==> src/rtl/pim_pkg.sv <==
// Shared PIM definitions: instruction width, field positions and dispatch FSM states.
package pim_pkg;

  localparam int INSTR_W = 45;
  localparam int ALU_BIT = 44;
  localparam int OP_HI   = 43;
  localparam int OP_LO   = 42;
  localparam int A_MSB   = 41;
  localparam int A_LSB   = 32;
  localparam int B_MSB   = 31;
  localparam int B_LSB   = 22;
  localparam int C_MSB   = 21;
  localparam int C_LSB   = 12;
  localparam int IMM_W   = 32;
  localparam int ADDR_W  = 10;

  typedef enum logic [1:0] {
    IDLE      = 2'd0,
    ISSUE     = 2'd1,
    WAIT_ACK  = 2'd2,
    WAIT_DONE = 2'd3
  } dispatch_state_t;

endpackage

==> src/rtl/sync_fifo.sv <==
// Power-of-two FIFO with combinational head so the dispatcher can load and pop on one edge.
module sync_fifo #(
  parameter int WIDTH = 45,
  parameter int DEPTH = 8
) (
  input  logic                     clk,
  input  logic                     rst,
  input  logic                     push,
  input  logic                     pop,
  input  logic [WIDTH-1:0]         wr_data,
  output logic [WIDTH-1:0]         head,
  output logic [$clog2(DEPTH):0]   count
);

  localparam int PW = $clog2(DEPTH);

  logic [WIDTH-1:0] mem [DEPTH];
  logic [PW-1:0]    wr_ptr_reg;
  logic [PW-1:0]    rd_ptr_reg;
  logic [PW:0]      count_reg;

  // Storage is not reset; entries are only read while count is non-zero.
  always_ff @(posedge clk) begin
    if (push) mem[wr_ptr_reg] <= wr_data;
  end

  // Pointers wrap naturally because DEPTH is a power of two.
  always_ff @(posedge clk or posedge rst) begin
    if (rst) begin
      wr_ptr_reg <= '0;
      rd_ptr_reg <= '0;
      count_reg  <= '0;
    end else begin
      if (push) wr_ptr_reg <= wr_ptr_reg + 1'b1;
      if (pop)  rd_ptr_reg <= rd_ptr_reg + 1'b1;
      case ({push, pop})
        2'b10:   count_reg <= count_reg + 1'b1;
        2'b01:   count_reg <= count_reg - 1'b1;
        default: count_reg <= count_reg;
      endcase
    end
  end

  assign head  = mem[rd_ptr_reg];
  assign count = count_reg;

endmodule

==> src/rtl/instr_dispatch_queue.sv <==
// Buffers host PIM instructions and issues them one at a time to the control unit.
// Optional saturating statistics outputs are enabled by INSTR_DISPATCH_STATS_EN.
module instr_dispatch_queue
  import pim_pkg::*;
#(
  parameter int DEPTH       = 8,
  parameter int ACK_TIMEOUT = 4
) (
  input  logic                   clk,
  input  logic                   rst,
  input  logic [INSTR_W-1:0]     in_instruction,
  input  logic                   in_valid,
  output logic                   in_ready,
  output logic [INSTR_W-1:0]     cu_instruction,
  output logic                   cu_operation_enable,
  input  logic                   cu_ready,
  output logic                   done,
  output logic                   busy,
  output logic [$clog2(DEPTH):0] fill_count,
`ifdef INSTR_DISPATCH_STATS_EN
  output logic [15:0]            issued_count,
  output logic [15:0]            alu_count,
  output logic [$clog2(DEPTH):0] max_fill,
`endif
  output logic                   ack_error
);

  localparam int CW = $clog2(DEPTH) + 1;
  localparam int TW = $clog2(ACK_TIMEOUT + 2);
  localparam logic [CW-1:0] DEPTH_C   = CW'(DEPTH);
  localparam logic [TW-1:0] TIMEOUT_C = TW'(ACK_TIMEOUT);

  logic               push;
  logic               pop;
  logic [INSTR_W-1:0] head;
  logic [CW-1:0]      count;

  dispatch_state_t    state_reg, state_next;
  logic [TW-1:0]      timer_reg, timer_next;
  logic [INSTR_W-1:0] cu_instr_reg, cu_instr_next;
  logic               op_en_reg, op_en_next;
  logic               done_reg, done_next;
  logic               ack_err_reg, ack_err_next;

  assign in_ready = (count < DEPTH_C);
  assign push     = in_valid && in_ready;

  sync_fifo #(
    .WIDTH (INSTR_W),
    .DEPTH (DEPTH)
  ) u_fifo (
    .clk     (clk),
    .rst     (rst),
    .push    (push),
    .pop     (pop),
    .wr_data (in_instruction),
    .head    (head),
    .count   (count)
  );

  always_ff @(posedge clk or posedge rst) begin
    if (rst) begin
      state_reg    <= IDLE;
      timer_reg    <= '0;
      cu_instr_reg <= '0;
      op_en_reg    <= 1'b0;
      done_reg     <= 1'b0;
      ack_err_reg  <= 1'b0;
    end else begin
      state_reg    <= state_next;
      timer_reg    <= timer_next;
      cu_instr_reg <= cu_instr_next;
      op_en_reg    <= op_en_next;
      done_reg     <= done_next;
      ack_err_reg  <= ack_err_next;
    end
  end

  always_comb begin
    state_next    = state_reg;
    timer_next    = timer_reg;
    cu_instr_next = cu_instr_reg;
    op_en_next    = 1'b0;
    done_next     = 1'b0;
    ack_err_next  = ack_err_reg;
    pop           = 1'b0;
    case (state_reg)
      IDLE: begin
        if ((count != '0) && cu_ready) begin
          pop           = 1'b1;
          cu_instr_next = head;
          op_en_next    = 1'b1;
          state_next    = ISSUE;
        end
      end
      ISSUE: begin
        timer_next = '0;
        state_next = WAIT_ACK;
      end
      WAIT_ACK: begin
        // A control unit that never drops ready did not take the instruction; drop it.
        if (!cu_ready) begin
          state_next = WAIT_DONE;
        end else if (timer_reg == TIMEOUT_C) begin
          ack_err_next = 1'b1;
          state_next   = IDLE;
        end else begin
          timer_next = timer_reg + 1'b1;
        end
      end
      WAIT_DONE: begin
        if (cu_ready) begin
          done_next  = 1'b1;
          state_next = IDLE;
        end
      end
      default: state_next = IDLE;
    endcase
  end

  assign cu_instruction      = cu_instr_reg;
  assign cu_operation_enable = op_en_reg;
  assign done                = done_reg;
  assign ack_error           = ack_err_reg;
  assign fill_count          = count;
  assign busy                = (count != '0) || (state_reg != IDLE);

`ifdef INSTR_DISPATCH_STATS_EN
  logic [15:0]   issued_reg;
  logic [15:0]   alu_reg;
  logic [CW-1:0] max_fill_reg;

  always_ff @(posedge clk or posedge rst) begin
    if (rst) begin
      issued_reg   <= '0;
      alu_reg      <= '0;
      max_fill_reg <= '0;
    end else begin
      if (pop && (issued_reg != 16'hFFFF))
        issued_reg <= issued_reg + 16'd1;
      if (pop && head[ALU_BIT] && (alu_reg != 16'hFFFF))
        alu_reg <= alu_reg + 16'd1;
      if (count > max_fill_reg)
        max_fill_reg <= count;
    end
  end

  assign issued_count = issued_reg;
  assign alu_count    = alu_reg;
  assign max_fill     = max_fill_reg;
`endif

endmodule
==> config.mk <==
export PLATFORM = sky130hd
export DESIGN_NAME = instr_dispatch_queue
export DESIGN_NICKNAME = d
export VERILOG_FILES = /design/src/rtl/pim_pkg.sv /design/src/rtl/sync_fifo.sv /design/src/rtl/instr_dispatch_queue.sv
export SDC_FILE = /design/constraint.sdc
export NUM_CORES = 1
export LEC_CHECK = 0
export ABC_AREA = 1
export CAP_MARGIN = 0
export CORE_MARGIN = 5
export CORE_UTILIZATION = 40
export DETAILED_ROUTE_END_ITERATION = 8
export PLACE_DENSITY_LB_ADDON = 0.15
export REMOVE_ABC_BUFFERS = 1
export SKIP_LAST_GASP = 1
export SLEW_MARGIN = 0
export SYNTH_ARGS = -nofsm -noshare
export SYNTH_HDL_FRONTEND = slang
export SYNTH_HIERARCHICAL = 1
export SYNTH_SLANG_ARGS = --single-unit
==> constraint.sdc <==
create_clock -name clk -period 4.59 [get_ports clk]
set_clock_uncertainty 0.1 [all_clocks]
set_input_delay 0.6885 -clock clk [delete_from_list [all_inputs] [get_ports clk]]
set_output_delay 0.6885 -clock clk [all_outputs]
set_load 0.02 [all_outputs]
# --- Yosys cells after proc, flatten, opt, wreduce, memory -nomap -nowiden ---
# Memories as Yosys holds them, arrays and structs flattened. A register that Yosys moved wholly into a read port is not among the register bits.
# Cells that the tools add are included.
word_totals:
  reg_bits: 18
  mem_bits_rw: 360
  in_bits: 49
  out_inout_bits: 54
  wordCells: 53
  mem_count: 1
classes:
  addsub: 5
  order_cmp: 1
  eq_ne: 11
  muxes: 15
  reduce_logical: 12
mem_list:
  columns: ["memory", "words", "word_bits", "rd", "rd_ports_with_merged_regs", "write_ports", "line", "source"]
  rows:
  - ["u_fifo.mem", 8, 45, 1, 1, 1, "sync_fifo.sv:17", "logic [WIDTH-1:0] mem [DEPTH];"]
op_table:
  columns: ["op", "n"]
  rows:
  - ["$add A3 B1 Y3 const B", 3]
  - ["$reduce_and A3 Y1", 3]
  - ["$mux W2", 4]
  - ["$ne A2 B2 Y1 const B", 4]
  - ["$pmux W2 S4", 1]
  - ["$pmux W4 S2", 1]
  - ["$eq A2 B2 Y1 const B", 3]
  - ["$mux W1", 6]
  - ["$mux W3", 2]
  - ["$pmux W3 S2", 1]
  - ["$reduce_bool A2 Y1", 3]
  - ["$add A4 B1 Y4 const B", 1]
  - ["$eq A2 B1 Y1 const B", 2]
  - ["$lt A4 B4 Y1 const B", 1]
  - ["$reduce_bool A4 Y1", 1]
  - ["$sub A4 B1 Y4 const B", 1]
  - ["$eq A3 B3 Y1 const B", 1]
  - ["$ne A3 B3 Y1 const B", 1]
  - ["$logic_and A1 B1 Y1", 2]
  - ["$logic_not A2 Y1", 1]
  - ["$reduce_and A2 Y1", 1]
  - ["$logic_or A1 B1 Y1", 1]

# --- Depth between registers and ports, before layout ---
# Gate-level depths: netlist of the first run.
depth:
  depth_word: 6
  ltp_mapped: 14
  ltp_nobuf: 13

# --- Hierarchy ---
# The synthesis of the first run kept the hierarchy.
modules_own_cells:
  columns: ["module", "n_inst", "cells_per_inst", "area_each_um2", "seq_area_each_um2"]
  rows:
  - ["sync_fifo", 1, 1178, 14649.0, 11060.6]
  - ["instr_dispatch_queue", 1, 242, 2139.6, 1326.3]

# --- Least setup slack after synthesis of the first run ---
# Ideal clock, no wire load.
synth_path:
  path_kind: "in2reg"
  from: "input in_valid"
  to: "memory u_fifo.mem[0][0], enable pin"
  setup_time_ps: 448
  t_arrival_ps: 3236
  required_time_ps: 4042
  path_slack_ps: 807
  stages: 5
  n_path_buf: 0
  cell_sequence: "inv_1 -> nor2_1 -> inv_1 -> or2_2 -> nor2_1"
synth_between:
  elab_chain_cells: 3
synth_rtl:
  columns: ["element", "line", "source"]
  rows:
  - ["start: declaration", "instr_dispatch_queue.sv:12", "input logic in_valid,"]
  - ["$logic_and A1 B1 Y1", "instr_dispatch_queue.sv:46", "assign push = in_valid && in_ready;"]
  - ["via push", "instr_dispatch_queue.sv:33", "logic push;"]
  - ["$mux W1", "sync_fifo.sv:24", "if (push) mem[wr_ptr_reg] <= wr_data;"]
  - ["$mux W1 (not written as such)", "sync_fifo.sv:24", null]
  - ["end: declaration", "sync_fifo.sv:17", null]
# The timed path passes the listed nets, and every way through them passes these cells.

==> flow_summary.yaml, run 1 <==
final_layout:
  fin_cells: 2086
  syn2layout_area_growth_pct: 17.4
  num-nets-final: 1567
  final_core_util: 0.472
  largest_register_ffs: 360
  num_antenna_cells: 0
  layout_commonest_cell: "edfxtp_1"
  layout_common_cells: "360 x edfxtp_1, 302 x nand2_1, 278 x nor2_1"
  drive_gt1_frac: 0.0672
  finalInstanceArea_um2: 19700
critical_path:
  required_ns: 4.94
  cp_max_fo: 83
  crit_type: "reg -> reg"
  worstPathArrival_ns: 3.25
  critPathLaunchType: "flip-flop"
  cp-end-kind: "flip-flop"
placed_design:
  io_buffer_count: 102
  gp_congestion: 0.728
  placed_cells: 2003
  postPlaceCellArea_um2: 18300
  place.detailed.hpwl_um: 20800
sta:
  rsz0062_at_grt: "no"
  period_minus_slack_ns: 2.90
  drv_slew: 0
  relSlewSlack: 0.263
  max_clock_freq_ghz: 0.345
  worst_pin_slew_ns: 1.10
  timing.final.crit_share: 0.631
  fin_tns_setup_ns: 0
  hold_viol_final: 0
  setup_viol: 0
global_route:
  met1_usage: 0.230
  grt_pass1_wl_um: 60700
  gr-usage-met2: 0.265
  gr-total-overflow: 0
  grt_usage: 0.164
  busiest_layer: "met2"
  antenna_found_initial: 1
  use_met3: 0.0349
  first_global_vias: 10700
  grt_start_max_net_pins: 133
synthesis:
  synth.area.top_cells: "edfxtp_1 64%, dfrtp_1 9.4%, nand2_1 6.8%, nor2_1 6.4%, o21ai_1 4.5%"
  synthesis.area_um2: 16800
  synthCells: 1420
  ys_ff_latch: 423
  yosysTopAreaCell: "edfxtp_1"
  syn_area_per_cell_um2: 11.8
  yosys_warnings: 6
  synth_cell_types: 29
  seq_area_frac_synth: 0.738
  synth_top_area_frac: 0.644
cts:
  clk_latency_ns: 0.56
  cts_tree: "yes"
  clk_path_buf_depth: 3
  cts.repair.resized: 0
  cts_root_buf: "clkbuf_16"
  htree_levels: 2
  cts.clk_slew.worst_paths_ns: 0.06
  cts_setup_buffers: 0
  cts.sinks: 423
  cts_made_buffers: 45
  cts_hold_buf: 0
route:
  dr.pass1.iters: 5
  wl_um: 38200
  wire_per_inst_um: 18.3
  via_per_inst: 5.04
  drc: 0
  drt_iter0_drc: 542
  num_vias: 10500
  antenna_left: 0
floorplanning:
  std_cell_rows: 75
  initial_core_util: 0.402
  io_pins: 103
  die_h_um: 215
  core_um2: 41800
  die_w_um: 215
  die-area_um2: 46200
power_and_ir_drop:
  power.density_nw_per_um2: 653
  irDropWorstVdd_uv: 323
  cellLeakagePower_nw: 7.15
status:
  status: "finished clean"
flow_run:
  maxCapViolCount: 0
hold_path:
  hold_class: "reg -> reg"
==> cell families (layout without fill, tap and decap cells) <==
logic type / count (synthesis) / count (layout) / share of synthesized area
muxes: 1 / 1 / 0.000671
buffers and inverters: 100 / 227 / 0.0321
DFF: 423 / 423 / 0.738
and+or+nand+nor: 602 / 602 / 0.137
adders and majority gates: 7 / 7 / 0.00522
AOI/OAI and AO/OA: 280 / 280 / 0.0836
xor gates and xnor gates: 7 / 7 / 0.00365
==> final cells by class <==
type                    instances  area, um2
fillers                      3796      22000
flip-flops and latches        423      12400
multi-input cells             897       3920
repair buffers                121       1230
clock buffers                  61       1220
well taps                     539        674
clock inverters                22        186
inverters                      23       93.8
==> through the flow <==
step / total power, W / worst slack, ns / hold slack, ns
after global routing: 0.0138 / 1.45 / 0.394
after global placement: 0.00954 / 1.20 / 0.363
after CTS: 0.0131 / 1.63 / 0.368
after detailed placement: 0.00959 / 1.14 / 0.365
final: 0.0129 / 1.69 / 0.374
after floorplan: 0.00797 / -1.07 / 0.387
==> where the power goes <==
group	total, W	internal [W]	switching, W
Clock	0.00344	0.00198	0.00145
Combinational	0.00414	0.00142	0.00273
Sequential	0.00530	0.00487	0.000431
Total	0.0129	0.00826	0.00461
==> routing by layer <==
metal	routed length [um]	share of wire
met1	18100	0.47
met2	17600	0.46
met3	1760	0.046
met4	703	0.018
met5	7	0.00018
==> Yosys cell counts (all sizes together) <==
| master | instances |
|---|---|
| ha | 7 |
| xnor2 | 3 |
| dfrtp | 63 |
| a21oi | 2 |
| nor2 | 287 |
| o21bai | 1 |
| buf | 55 |
| mux2 | 1 |
| edfxtp | 360 |
| clkbuf | 22 |
| nor3 | 1 |
| nand4 | 1 |
| nand2 | 302 |
| xor2 | 4 |
| or2 | 1 |
| inv | 23 |
| o21ai | 277 |
| nand3 | 10 |
==> worst max-delay path, stage by stage (launching register included) <==
cell and delay [ns]:
dfrtp_4 1.03, inv_6 0.33, buf_4 0.45, o21ai_0 0.39, o21ai_1 0.11, nand2_1 0.07, nand2_1 0.06, nand2_1 0.07
nand2_1 0.06
==> worst paths after layout <==
path,endpoint,startpoint,cells past startpoint,slack [ns]
setup / recovery,cu_instruction[24],u_fifo/rd_ptr_reg[0],8,1.69
hold / removal,cu_instruction[11],cu_instruction[11],2,0.37
setup reg to reg,cu_instruction[24],u_fifo/rd_ptr_reg[0],8,1.69
hold reg to reg,cu_instruction[11],cu_instruction[11],2,0.37
max in group asynchronous,cu_instruction[21],rst,3,2.98
min in group asynchronous,u_fifo/count[0],rst,2,0.39
Power figures use the tool's default switching activity.
==> run 2: changes to the inputs <==
Clock period 4.59 ns to 2.73 ns, I/O delays scaled along.
==> run 2 against run 1 <==
Effect of this change: global-route usage decreased by 0.098 points; via count is 0.37% higher; critical path type is now reg -> out; clock power up 78%; design area rose by 2.2%; routed wire length about the same; sequential power is 65% higher; first-iteration DRC count rose by 45%; non-clock buffer count up 19; combinational power rose by 80%; critical path depth down 5.
==> flow_summary.yaml, run 2 (synthesis results as in run 1) <==
final_layout:
  layout_common_cells: "360 x edfxtp_1, 302 x nand2_1, 278 x nor2_1"
  fin_cells: 2107
  multi_input_area_um2: 3920
  layout_commonest_cell: "edfxtp_1"
  seqCellArea_um2: 12400
  fill_cells: 3739
  largest_register_ffs: 360
  num_antenna_cells: 0
  drive_gt1_frac: 0.0816
  syn2layout_area_growth_pct: 20.0
  num-nets-final: 1587
sta:
  timing.final.crit_share: 0.857
  period_minus_slack_ns: 2.34
  setup_viol: 0
  fin_tns_setup_ns: 0
  hold_viol_final: 0
  drv_slew: 0
  relSlewSlack: 0.538
  max_clock_freq_ghz: 0.427
  rsz0062_at_grt: "no"
  worst_pin_slew_ns: 0.693
route:
  drt_iter0_drc: 787
  num_vias: 10600
  via_per_inst: 5.01
  wl_um: 38200
  wire_per_inst_um: 18.1
  dr.pass1.iters: 5
  drc: 0
  antenna_left: 0
critical_path:
  required_ns: 2.22
  r2r_cells: 5
  cp-end-kind: "output pin"
  critical_path.slowest_cell: "clkdlybuf4s50_1"
  worstPathArrival_ns: 1.83
  max_stage_delay_ns: 0.54
  crit_type: "reg -> out"
  r2r_setup_slack_ns: 0.62
  crit_chain: "nor2_2 > nand3_1 > clkdlybuf4s50_1"
  reg2reg_to: "u_fifo/mem[5][28]"
  critPathLaunchType: "flip-flop"
  r2r-start: "u_fifo/count[3]"
  cp_max_fo: 5
cts:
  clk_latency_ns: 0.55
  cts.repair.resized: 0
  cts_setup_buffers: 0
  htree_levels: 2
  cts_root_buf: "clkbuf_16"
  clk_path_buf_depth: 3
  cts.sinks: 423
  cts_tree: "yes"
  cts_made_buffers: 46
  cts_hold_buf: 0
  cts.clk_slew.worst_paths_ns: 0.06
placed_design:
  place.detailed.hpwl_um: 22200
  io_buffer_count: 102
  gp_congestion: 0.804
  placed_cells: 2022
floorplanning:
  initial_core_util: 0.402
  die_w_um: 215
  std_cell_rows: 75
  core_um2: 41800
  io_pins: 103
  die-area_um2: 46200
  die_h_um: 215
global_route:
  grt_pass1_wl_um: 60500
  grt_usage: 0.163
  first_global_vias: 10500
  gr-total-overflow: 0
  grt_start_max_net_pins: 97
  antenna_found_initial: 0
power_and_ir_drop:
  power_w: 0.0223
  cellLeakagePower_nw: 7.34
  power.density_nw_per_um2: 1110
  irDropWorstVdd_uv: 564
flow_run:
  maxCapViolCount: 0
hold_path:
  hold_class: "in -> async"
status:
  status: "finished clean"
run 2: changes by cell type in the layout (fill, tap and decap cells not counted), moves of 2 or more:
cell and delta:
buf_12 +14, clkbuf_8 +9, clkinv_2 -8, buf_4 +5
clkinvlp_4 +4, clkbuf_16 +2, clkinv_1 -2, clkinv_8 -2
run 2: layer usage:
layer / vias to the layer above / routed length, um / GRT usage
met5: - / 0 / 0
met4: 0 / 795 / 0.0419
met3: 57 / 1400 / 0.0273
met2: 203 / 17800 / 0.262
met1: 5183 / 18200 / 0.234
li1: 5112 / - / -
run 2: critical path: cells and delay by family (launching register included):
family,cells,cell delay (ns)
buf+inv,1,0.54
flops,1,0.43
simple gates,2,0.32
run 2: layout make-up:
cell class | instances | share of cell area
clock inverter | 14 | 0.00664
tap | 539 | 0.0335
timing repair buffer | 140 | 0.0766
inverter | 23 | 0.00466
sequential | 423 | 0.615
clock buffer | 71 | 0.0688
multi-input combinational | 897 | 0.195
run 2: how the worst max path moves through the flow:
stage / to / cells past startpoint / start / slack, ns
floorplan: cu_instruction[1] / 7 / u_fifo/rd_ptr_reg[0] / -2.93
global placement: u_fifo/mem[5][27] / 7 / in_valid / 0.21
detailed placement: u_fifo/mem[5][19] / 7 / in_valid / 0.24
CTS: busy / 3 / state_reg[1] / 0.35
global route: busy / 3 / state_reg[1] / 0.30
finish: busy / 3 / state_reg[1] / 0.39
run 2: through the flow:
step | hold slack [ns] | instance area [um2] | worst slack, ns | utilization
3_3_place_gp | 0.362 | 18600 | 0.214 | 0.446
3_5_place_dp | 0.366 | 18600 | 0.242 | 0.446
4_1_cts | 0.112 | 20200 | 0.352 | 0.483
6_report | 0.126 | 20200 | 0.390 | 0.483
2_1_floorplan | 0.150 | 16300 | -2.93 | -
5_1_grt | 0.174 | 20200 | 0.300 | 0.483
run 2: where the power goes:
| group | switching, W | internal, W |
|---|---|---|
| logic | 0.00483 | 0.00262 |
| registers | 0.000543 | 0.00818 |
| clock network | 0.00243 | 0.00368 |
